[config.mk]
export PLATFORM = sky130hd
export DESIGN_NAME = mac_half_dot_driver
export DESIGN_NICKNAME = d
export VERILOG_FILES = /design/src/rtl/mac_half_dot_driver.sv
export SDC_FILE = /design/constraint.sdc
export NUM_CORES = 1
export LEC_CHECK = 0
export ABC_CLOCK_PERIOD_IN_PS = 2300
export BUFFER_PORTS_ARGS = -buffer_cell sky130_fd_sc_hd__buf_2
export CAP_MARGIN = 20
export CORE_MARGIN = 3
export CORE_UTILIZATION = 54
export CTS_BUF_LIST = sky130_fd_sc_hd__clkbuf_16
export DETAILED_ROUTE_END_ITERATION = 8
export GPL_TIMING_DRIVEN = 1
export PLACE_DENSITY = 0.87
export SLEW_MARGIN = 20
export SYNTH_ARGS = -nofsm -noshare
export SYNTH_HDL_FRONTEND = slang
export SYNTH_SLANG_ARGS = --single-unit
[constraint.sdc]
create_clock -name clock -period 2.3 [get_ports clock]
set_clock_uncertainty 0.15 [all_clocks]
set_input_delay 0.69 -clock clock [delete_from_list [all_inputs] [get_ports clock]]
set_output_delay 0.69 -clock clock [all_outputs]
set_load 0.005 [all_outputs]
[src/rtl/mac_half_dot_driver.sv]
// Drives an external fixed-latency FP16 MAC. It folds a handshaked stream of operand pairs
// into an FP32 dot product per s_last-terminated vector and returns it on a valid/ready port.
module mac_half_dot_driver #(
  parameter int unsigned MAC_LATENCY = 4,
  parameter logic [31:0] INIT_ACC    = 32'h0000_0000
) (
  input  logic        clock,
  input  logic        resetn,
  input  logic        s_valid,
  output logic        s_ready,
  input  logic [15:0] s_a,
  input  logic [15:0] s_b,
  input  logic        s_last,
  output logic [15:0] mac_a,
  output logic [15:0] mac_b,
  output logic [31:0] mac_c,
  input  logic [31:0] mac_q,
  output logic        o_valid,
  input  logic        o_ready,
  output logic [31:0] o_result,
  output logic [15:0] o_count
);

  localparam int unsigned LAT_W = 4;
  localparam int unsigned CNT_W = 16;
  localparam int unsigned OP_W  = 16;
  localparam int unsigned ACC_W = 32;

  typedef enum logic [1:0] {
    ST_ACCEPT = 2'd0,
    ST_WAIT   = 2'd1,
    ST_OUT    = 2'd2
  } state_t;

  state_t             r_state,    w_state;
  logic               r_s_ready,  w_s_ready;
  logic [OP_W-1:0]    r_mac_a,    w_mac_a;
  logic [OP_W-1:0]    r_mac_b,    w_mac_b;
  logic [ACC_W-1:0]   r_mac_c,    w_mac_c;
  logic [ACC_W-1:0]   r_acc,      w_acc;
  logic [CNT_W-1:0]   r_elem_cnt, w_elem_cnt;
  logic [LAT_W-1:0]   r_lat_cnt,  w_lat_cnt;
  logic               r_last,     w_last;
  logic               r_o_valid,  w_o_valid;
  logic [ACC_W-1:0]   r_o_result, w_o_result;
  logic [CNT_W-1:0]   r_o_count,  w_o_count;

  logic               w_accept;
  logic               w_mac_done;
  logic [CNT_W-1:0]   w_elem_inc;

  assign w_accept   = (r_state == ST_ACCEPT) && r_s_ready && s_valid;
  assign w_mac_done = (r_lat_cnt == LAT_W'(MAC_LATENCY));
  assign w_elem_inc = (r_elem_cnt == {CNT_W{1'b1}}) ? r_elem_cnt : r_elem_cnt + CNT_W'(1);

  // Next-state and next-register logic
  always_comb begin
    w_state    = r_state;
    w_mac_a    = r_mac_a;
    w_mac_b    = r_mac_b;
    w_mac_c    = r_mac_c;
    w_acc      = r_acc;
    w_elem_cnt = r_elem_cnt;
    w_lat_cnt  = r_lat_cnt;
    w_last     = r_last;
    w_o_valid  = r_o_valid;
    w_o_result = r_o_result;
    w_o_count  = r_o_count;

    case (r_state)
      ST_ACCEPT: begin
        w_mac_c = r_acc;
        if (w_accept) begin
          w_mac_a   = s_a;
          w_mac_b   = s_b;
          w_last    = s_last;
          w_lat_cnt = '0;
          w_state   = ST_WAIT;
        end
      end
      ST_WAIT: begin
        if (w_mac_done) begin
          w_mac_a = '0;
          w_mac_b = '0;
          if (r_last) begin
            w_o_result = mac_q;
            w_o_count  = w_elem_inc;
            w_o_valid  = 1'b1;
            w_acc      = INIT_ACC;
            w_elem_cnt = '0;
            w_mac_c    = INIT_ACC;
            w_state    = ST_OUT;
          end else begin
            w_acc      = mac_q;
            w_elem_cnt = w_elem_inc;
            w_mac_c    = mac_q;
            w_state    = ST_ACCEPT;
          end
        end else begin
          w_lat_cnt = r_lat_cnt + LAT_W'(1);
        end
      end
      ST_OUT: begin
        if (r_o_valid && o_ready) begin
          w_o_valid = 1'b0;
          w_state   = ST_ACCEPT;
        end
      end
      default: w_state = ST_ACCEPT;
    endcase

    // Registered ready derived from next state, so o_ready never reaches s_ready combinationally
    w_s_ready = (w_state == ST_ACCEPT);
  end

  always_ff @(posedge clock or negedge resetn) begin
    if (!resetn) begin
      r_state    <= ST_ACCEPT;
      r_s_ready  <= 1'b0;
      r_mac_a    <= '0;
      r_mac_b    <= '0;
      r_mac_c    <= INIT_ACC;
      r_acc      <= INIT_ACC;
      r_elem_cnt <= '0;
      r_lat_cnt  <= '0;
      r_last     <= 1'b0;
      r_o_valid  <= 1'b0;
      r_o_result <= '0;
      r_o_count  <= '0;
    end else begin
      r_state    <= w_state;
      r_s_ready  <= w_s_ready;
      r_mac_a    <= w_mac_a;
      r_mac_b    <= w_mac_b;
      r_mac_c    <= w_mac_c;
      r_acc      <= w_acc;
      r_elem_cnt <= w_elem_cnt;
      r_lat_cnt  <= w_lat_cnt;
      r_last     <= w_last;
      r_o_valid  <= w_o_valid;
      r_o_result <= w_o_result;
      r_o_count  <= w_o_count;
    end
  end

  assign s_ready  = r_s_ready;
  assign mac_a    = r_mac_a;
  assign mac_b    = r_mac_b;
  assign mac_c    = r_mac_c;
  assign o_valid  = r_o_valid;
  assign o_result = r_o_result;
  assign o_count  = r_o_count;

endmodule
==> results of run 1 <==
state kept, by name (all words and copies together) (netlist names):
register    cells
mac_a          16
mac_b          16
mac_c          32
o_count        16
o_result       32
o_valid         1
r_acc          32
r_elem_cnt     16
r_last          1
r_lat_cnt       4
r_state         2
s_ready         1
cells in the final DEF, fill, tap and decap left out, types with 2 or more instances in the layout:
cell type	count
sky130_fd_sc_hd__dfrtp_1	169
sky130_fd_sc_hd__a211oi_1	5
sky130_fd_sc_hd__o22a_1	2
sky130_fd_sc_hd__inv_8	2
sky130_fd_sc_hd__a21o_1	5
sky130_fd_sc_hd__ha_1	3
sky130_fd_sc_hd__buf_12	9
sky130_fd_sc_hd__mux2_2	32
sky130_fd_sc_hd__a211oi_2	2
sky130_fd_sc_hd__o211ai_1	4
sky130_fd_sc_hd__inv_6	3
sky130_fd_sc_hd__o21ai_1	8
sky130_fd_sc_hd__o311ai_1	4
sky130_fd_sc_hd__nor4_4	2
sky130_fd_sc_hd__inv_1	5
sky130_fd_sc_hd__clkbuf_16	17
sky130_fd_sc_hd__a21oi_1	12
sky130_fd_sc_hd__a31oi_1	9
sky130_fd_sc_hd__or3_1	8
sky130_fd_sc_hd__nor2_1	21
sky130_fd_sc_hd__nand3_1	44
sky130_fd_sc_hd__clkinv_2	2
sky130_fd_sc_hd__o21ai_0	67
sky130_fd_sc_hd__buf_2	181
sky130_fd_sc_hd__nand3_2	3
sky130_fd_sc_hd__mux2i_1	2
sky130_fd_sc_hd__xor2_1	2
sky130_fd_sc_hd__and4_1	5
sky130_fd_sc_hd__bufinv_16	4
sky130_fd_sc_hd__nor3_1	6
sky130_fd_sc_hd__nand3b_1	2
sky130_fd_sc_hd__buf_4	15
sky130_fd_sc_hd__nand2_1	281
sky130_fd_sc_hd__nand4_1	5
sky130_fd_sc_hd__and3_1	8
final cells by class:
type,instances,area share [%]
repair buffers,207,13.0
inverters,3,0.120
clock buffers,17,4.55
clock inverters,15,2.13
flip-flops and latches,169,45.2
well taps,176,2.35
multi-input cells,570,32.6
per-layer routing:
metal	vias up	GRT usage, %	wire length [microns]
met5	-	0	0
li1	3049	-	-
met1	3078	32.5	7870
met2	234	39.8	9090
met4	0	7.80	326
met3	29	6.40	1240
per-stage QoR:
stage	util (%)	power, mW	cells	area, sq um	setup slack [ps]
CTS	69.5	12.4	1157	9350	168
finish	69.5	12.3	1157	9350	165
floorplan	-	7.37	798	7550	432
global placement	64.8	9.05	1124	8720	261
detailed placement	64.8	9.28	1124	8720	204
global route	69.5	13.2	1157	9350	7.85
worst register-to-register path, stage by stage, from the launching register on:
cell and delay [ps]:
sky130_fd_sc_hd__dfrtp_1 450, sky130_fd_sc_hd__ha_1 250, sky130_fd_sc_hd__nand3_2 260, sky130_fd_sc_hd__nor4_4 610
sky130_fd_sc_hd__o21ai_1 140, sky130_fd_sc_hd__a31oi_1 190
kinds of logic after synthesis:
kind of cell               after synthesis
and+or+nand+nor                        402
DFF                                    169
AOI/OAI and AO/OA                      128
buffers and inverters                   59
muxes                                   34
xor gates and xnor gates                 3
adders and majority gates                3
worst paths after layout:
check / depth (start not counted) / to / slack, ps / startpoint
setup / recovery: 5 / o_count[3] / 160 / r_elem_cnt[0]
hold / removal: 3 / mac_b[10] / 300 / s_b[10]
setup reg to reg: 5 / o_count[3] / 160 / r_elem_cnt[0]
hold reg to reg: 2 / o_result[10] / 320 / o_result[10]
max in group asynchronous: 3 / r_last / 780 / resetn
min in group asynchronous: 2 / r_acc[10] / 570 / resetn
power by group through the flow:
stage                     registers, mW  logic, mW  clock network, mW
after CTS                          4.87       4.45               3.07
after floorplan                    4.89       2.48                  0
after detailed placement           4.88       4.40                  0
after global routing               5.03       4.96               3.18
after global placement             4.84       4.22                  0
final                              4.87       4.40               3.02
repair_timing:
item	4_1_cts	5_1_grt
setup buffers	0	0
hold endpoints to repair	29	0
hold buffers	1	0
==> metrics.log, run 1 <==
[metrics] largest stage delay on the critical path: 610 ps
[metrics] DIE HEIGHT: 124 microns
[metrics] final clock period utilization by the worst path: 92.8%
[metrics] worst path cell trace: ha_1 -> nand3_2 -> nor4_4 -> o21ai_1 -> a31oi_1
[metrics] final-report hold violation count: 0
[metrics] placeable core region: 13500 sq um
[metrics] share of synthesized cell area in full adder, half adder and majority cells: 0.497%
[metrics] Net Sw Frac: 34.8%
[metrics] actual transition at the worst max-transition pin: 532 ps
[metrics] pin count of the biggest net entering global routing: 53
[metrics] most frequently used cell type in the post-synthesis netlist: sky130_fd_sc_hd__nand2_1
[metrics] std cell rows: 42
[metrics] total number of vias: 6390
[metrics] Routed Antenna Nets: 0
[metrics] via count of the first global-routing pass: 6265
[metrics] unrepaired setup endpoints after global routing: false
[metrics] total routed wirelength: 18.5 mm
[metrics] WS Path Type: flop to flop
[metrics] total internal power: 8.02 mW
[metrics] Port-buffer cells: 182
[metrics] synth unique cells: 59
[metrics] number of buffers and inverters on the critical path: 0
[metrics] antenna violations before repair: 0
[metrics] number of maximum-capacitance violations: 0
[metrics] startpoint class of the critical path: flop
[metrics] clock network latency to the later pin of the worst-skew pair: 420 ps
[metrics] Worst Hold Slack: 300 ps
[metrics] setup TNS: 0 ps
[metrics] Peak supply drop: 0.824 mV
[metrics] clock-pin slew reported for the worst setup and hold paths after clock tree synthesis: 60 ps
[metrics] clock share of power: 24.6%
[metrics] most numerous cell types in the synthesized netlist: sky130_fd_sc_hd__nand2_1, sky130_fd_sc_hd__dfrtp_1, sky130_fd_sc_hd__o21ai_0
[metrics] peak fanout along the critical path: 11
[metrics] RePlAce Congestion: 0.900
[metrics] DRT iter0 DRCs: 479
[metrics] data arrival time of the worst path: 2330 ps
[metrics] post-synthesis simple-gate area fraction: 24.0%
[metrics] result of the run: finished, final reports clean
[metrics] Initial DRT Pass Iterations: 5
[metrics] wire length of the first global-routing pass: 31.1 mm
[metrics] cts bufs inserted: 17
[metrics] count of warnings emitted by yosys: 0
[metrics] EDFF count, synth: 0
[metrics] worst-path cell with the longest stage delay: sky130_fd_sc_hd__nor4_4
[metrics] HPWL reported at the end of detailed placement: 12.6 mm
[metrics] maximum frequency from static timing analysis: 468 MHz
[metrics] proportion of synthesized area in mux cells: 5.04%
[metrics] cell count after synthesis: 798
[metrics] Power Density: 1310 nW/um^2
[metrics] total I/O pin count: 183
[metrics] Sequential Power Share: 39.6%
[metrics] type of destination of the critical path: flop
[metrics] fraction of synthesized cell area in xor and xnor cells: 0.348%
[metrics] family with the most delay on the worst path: simple AND/OR/NAND/NOR gates
[metrics] clock tree root buffer cell: sky130_fd_sc_hd__clkbuf_16
[metrics] TritonCTS clock tree: yes
[metrics] CTS Buffer Depth: 2
[metrics] cell area after synthesis: 7550 sq um
[metrics] Lkg Pwr: 4.84 nW
[metrics] max-slew violation total from the final report: 0
[metrics] ratio of cells with drive above 1 in the final layout: 29.3%
[metrics] count of filler cells inserted in the layout: 1035
[metrics] Seq cells post-synth: 169
[metrics] number of remaining DRC errors: 0
[metrics] area share of the largest cell type after synthesis: 56.0%
[metrics] combinational family with the most area after synthesis: simple AND/OR/NAND/NOR gates
[metrics] share of the synthesized area in compound gates (AO/OA/AOI/OAI): 10.2%
[metrics] Post-layout nets: 1040
[metrics] Comb pwr share: 35.8%
[metrics] footprint of the multi-input gates: 3050 sq um
[metrics] effective utilization at floorplan: 56.1%
[metrics] Psw: 4.27 mW
[metrics] post-synthesis area per instance: 9.46 sq um
[metrics] overflow left after global routing: 0
[metrics] global-route total usage across every layer: 24.5%
[metrics] Avg WL per Cell: 16.0 microns
[metrics] syn_nets: 870
[metrics] area of the die: 15400 sq um
[metrics] sequential-to-total area share from yosys stat: 56.0%
[metrics] Layout area overhead: 23.9%
[metrics] Die Span X: 124 microns
[metrics] setup violators final: 0
[metrics] critical path data required time: 2490 ps
[metrics] Sequential cell area: 4230 sq um
[metrics] type of the most critical hold path: primary input to flop
[metrics] Relative slew margins: 64.2%
[metrics] fraction of registers with async set or reset after synthesis: 100%
[metrics] cts repair resizes: 0
[metrics] cell accounting for the most synthesized area: sky130_fd_sc_hd__dfrtp_1
[metrics] H-tree Lvls: 4
[metrics] shortest period the worst path allows: 2140 ps
[metrics] Antenna diodes: 0
[metrics] Main synth FF type: sky130_fd_sc_hd__dfrtp_1
[metrics] largest cells by area after synthesis: sky130_fd_sc_hd__dfrtp_1, sky130_fd_sc_hd__nand2_1, sky130_fd_sc_hd__mux2_2, sky130_fd_sc_hd__o21ai_0, sky130_fd_sc_hd__nand3_1
[metrics] via density per instance: 5.52
[metrics] number of sinks handled by clock tree synthesis: 169
No activity file was read; power rests on OpenSTA's default activity.
==> run 2, diff against run 1 <==
--- a/config.mk
+++ b/config.mk
@@ -5,7 +5,7 @@
 export SDC_FILE = /design/constraint.sdc
 export NUM_CORES = 1
 export LEC_CHECK = 0
-export ABC_CLOCK_PERIOD_IN_PS = 2300
+export ABC_CLOCK_PERIOD_IN_PS = 2100
 export BUFFER_PORTS_ARGS = -buffer_cell sky130_fd_sc_hd__buf_2
 export CAP_MARGIN = 20
 export CORE_MARGIN = 3
==> constraint.sdc (replaced) <==
create_clock -name clock -period 2.1 [get_ports clock]
set_clock_uncertainty 0.15 [all_clocks]
set_input_delay 0.63 -clock clock [delete_from_list [all_inputs] [get_ports clock]]
set_output_delay 0.63 -clock clock [all_outputs]
set_load 0.005 [all_outputs]
==> run 2 against run 1 <==
Clock power decreased by 2%. Core utilization up 0.25 points. Critical endpoint is now r_elem_cnt[11]. Largest cell class unchanged. Global-route usage rose by 0.52 points. First-iteration DRC count down 13%. Final cell count up 0.95%. Via count grew 1.5%. Design area increased by 0.36%. Maximum frequency increased by 7.4%. Clock-buffer cell count did not move. Critical path type unchanged. Sequential share of layout area fell by 0.16 points. Combinational power up 11%.
==> metrics.log, run 2 (synthesis results as in run 1) <==
[metrics] Peak supply drop: 0.863 mV
[metrics] Comb pwr share: 37.0%
[metrics] overflow left after global routing: 0
[metrics] Relative slew margins: 65.7%
[metrics] result of the run: finished, final reports clean
[metrics] Lkg Pwr: 4.84 nW
[metrics] CTS Buffer Depth: 2
[metrics] Die Span X: 124 microns
[metrics] met1 track demand over resource in global routing: 32.6%
[metrics] clock network latency to the later pin of the worst-skew pair: 420 ps
[metrics] std cell rows: 42
[metrics] source of the worst hold timing path: s_b[2]
[metrics] HPWL reported at the end of detailed placement: 12.9 mm
[metrics] setup violators final: 0
[metrics] unrepaired setup endpoints after global routing: false
[metrics] Post-layout nets: 1051
[metrics] startpoint class of the critical path: flop
[metrics] placeable core region: 13500 sq um
[metrics] TritonCTS clock tree: yes
[metrics] cell count of the worst reg-to-reg path: 4
[metrics] data arrival time of the worst path: 2200 ps
[metrics] number of remaining DRC errors: 0
[metrics] Antenna diodes: 0
[metrics] largest stage delay on the critical path: 540 ps
[metrics] Psw: 4.71 mW
[metrics] fin worst setup slack: 112 ps
[metrics] WS Path Type: flop to flop
[metrics] final-report hold violation count: 0
[metrics] global route hottest layer: met2
[metrics] number of maximum-capacitance violations: 0
[metrics] worst reg-to-reg setup slack: 110 ps
[metrics] leading cell type in the layout, fill and taps excluded: sky130_fd_sc_hd__nand2_1
[metrics] top library cells by usage in the layout, fill and taps aside: sky130_fd_sc_hd__nand2_1, sky130_fd_sc_hd__buf_2, sky130_fd_sc_hd__dfrtp_1, sky130_fd_sc_hd__o21ai_0, sky130_fd_sc_hd__nand3_1
[metrics] Layout area overhead: 24.3%
[metrics] Net Sw Frac: 35.9%
[metrics] effective utilization at floorplan: 56.1%
[metrics] area of the die: 15400 sq um
[metrics] clock tree root buffer cell: sky130_fd_sc_hd__clkbuf_16
[metrics] total number of vias: 6486
[metrics] max-slew violation total from the final report: 0
[metrics] worst-path cell with the longest stage delay: sky130_fd_sc_hd__and4_1
[metrics] total I/O pin count: 183
[metrics] maximum frequency from static timing analysis: 503 MHz
[metrics] via density per instance: 5.55
[metrics] DRT iter0 DRCs: 419
[metrics] shortest period the worst path allows: 1990 ps
[metrics] Routed Antenna Nets: 0
[metrics] peak fanout along the critical path: 10
[metrics] met2 GRT Util: 41.2%
[metrics] type of the most critical hold path: primary input to flop
[metrics] Sequential Power Share: 40.5%
[metrics] final clock period utilization by the worst path: 94.7%
[metrics] critical path data required time: 2310 ps
[metrics] actual transition at the worst max-transition pin: 511 ps
[metrics] wire length of the first global-routing pass: 32.0 mm
[metrics] number of sinks handled by clock tree synthesis: 169
[metrics] pin count of the biggest net entering global routing: 47
[metrics] launching point of the worst reg2reg path: r_elem_cnt[3]
[metrics] global-route total usage across every layer: 25.0%
[metrics] clock share of power: 22.5%
[metrics] Power Density: 1400 nW/um^2
[metrics] H-tree Lvls: 4
[metrics] cts bufs inserted: 17
[metrics] Initial DRT Pass Iterations: 5
[metrics] DIE HEIGHT: 124 microns
[metrics] final design utilization: 69.8%
[metrics] total routed wirelength: 19.1 mm
[metrics] setup TNS: 0 ps
[metrics] Hold Path Cell Cnt: 3
[metrics] Endpoint, Worst Hold: mac_b[2]
[metrics] via count of the first global-routing pass: 6520
[metrics] total internal power: 8.43 mW
[metrics] pre-CTS setup slack: 89.3 ps
[metrics] RePlAce Congestion: 0.905
[metrics] met3 GRT Util: 5.76%
[metrics] Port-buffer cells: 182
[metrics] type of destination of the critical path: flop
[metrics] R2R Path End: r_elem_cnt[11]
[metrics] antenna violations before repair: 0
[metrics] Avg WL per Cell: 16.4 microns
[metrics] clock-pin slew reported for the worst setup and hold paths after clock tree synthesis: 70 ps
[metrics] worst path cell trace: and4_1 -> nand3b_1 -> or4_1 -> nand3_1
[metrics] ratio of cells with drive above 1 in the final layout: 30.3%
## run 2: worst max-delay path by stage
stage | from | to | slack, ps | cells after the start
detailed placement | r_elem_cnt[1] | o_count[3] | 90 | 5
finish | r_elem_cnt[3] | r_elem_cnt[11] | 110 | 4
global placement | r_elem_cnt[1] | o_count[5] | 180 | 5
global route | r_elem_cnt[1] | r_elem_cnt[10] | 30 | 5
floorplan | r_lat_cnt[0] | mac_c[0] | 230 | 6
CTS | r_elem_cnt[1] | o_count[3] | 70 | 5
## run 2: critical path: cells and delay by family, from the launching register on
| kind | cells | cell delay, ps |
|---|---|---|
| AND/OR/NAND/NOR | 4 | 1290 |
| flip-flops | 1 | 500 |
## run 2: layer usage
layer	share of wire [%]	up-vias	wire length, microns
li1	-	3070	-
met1	41	3124	7870
met2	49	258	9440
met3	7.4	34	1420
met4	2.1	0	401
met5	0	-	0
## run 2: timing repair
item / 4_1_cts / 5_1_grt
setup endpoints to repair: 0 / 13
hold buffers: 1 / 0
gates resized for setup: 0 / 3
hold endpoints to repair: 14 / 0
setup buffers: 0 / 1
## run 2: through the flow
stage          cell area [sq um]  std cells  power [mW]  hold WS (ps)
3_5_place_dp                8800       1133        10.2           307
3_3_place_gp                8800       1133        9.96           301
6_report                    9390       1168        13.1           239
4_1_cts                     9360       1166        13.2           226
5_1_grt                     9390       1168        14.1           241
2_1_floorplan               7550        798        8.07           184
## run 2: layout make-up
type / count / area, sq um
clock buffers: 17 / 425
clock inverters: 15 / 129
fillers: 1078 / 4070
inverters: 3 / 11.3
multi-input cells: 571 / 3070
flip-flops and latches: 169 / 4230
well taps: 176 / 220
repair buffers: 217 / 1310
## run 2: power groups by stage
stage	combinational [mW]	clock, mW	sequential (mW)
after floorplan	2.72	0	5.35
after global routing	5.47	3.14	5.50
final	4.87	2.95	5.33
after CTS	4.92	2.99	5.32
after detailed placement	4.88	0	5.34
after global placement	4.67	0	5.29
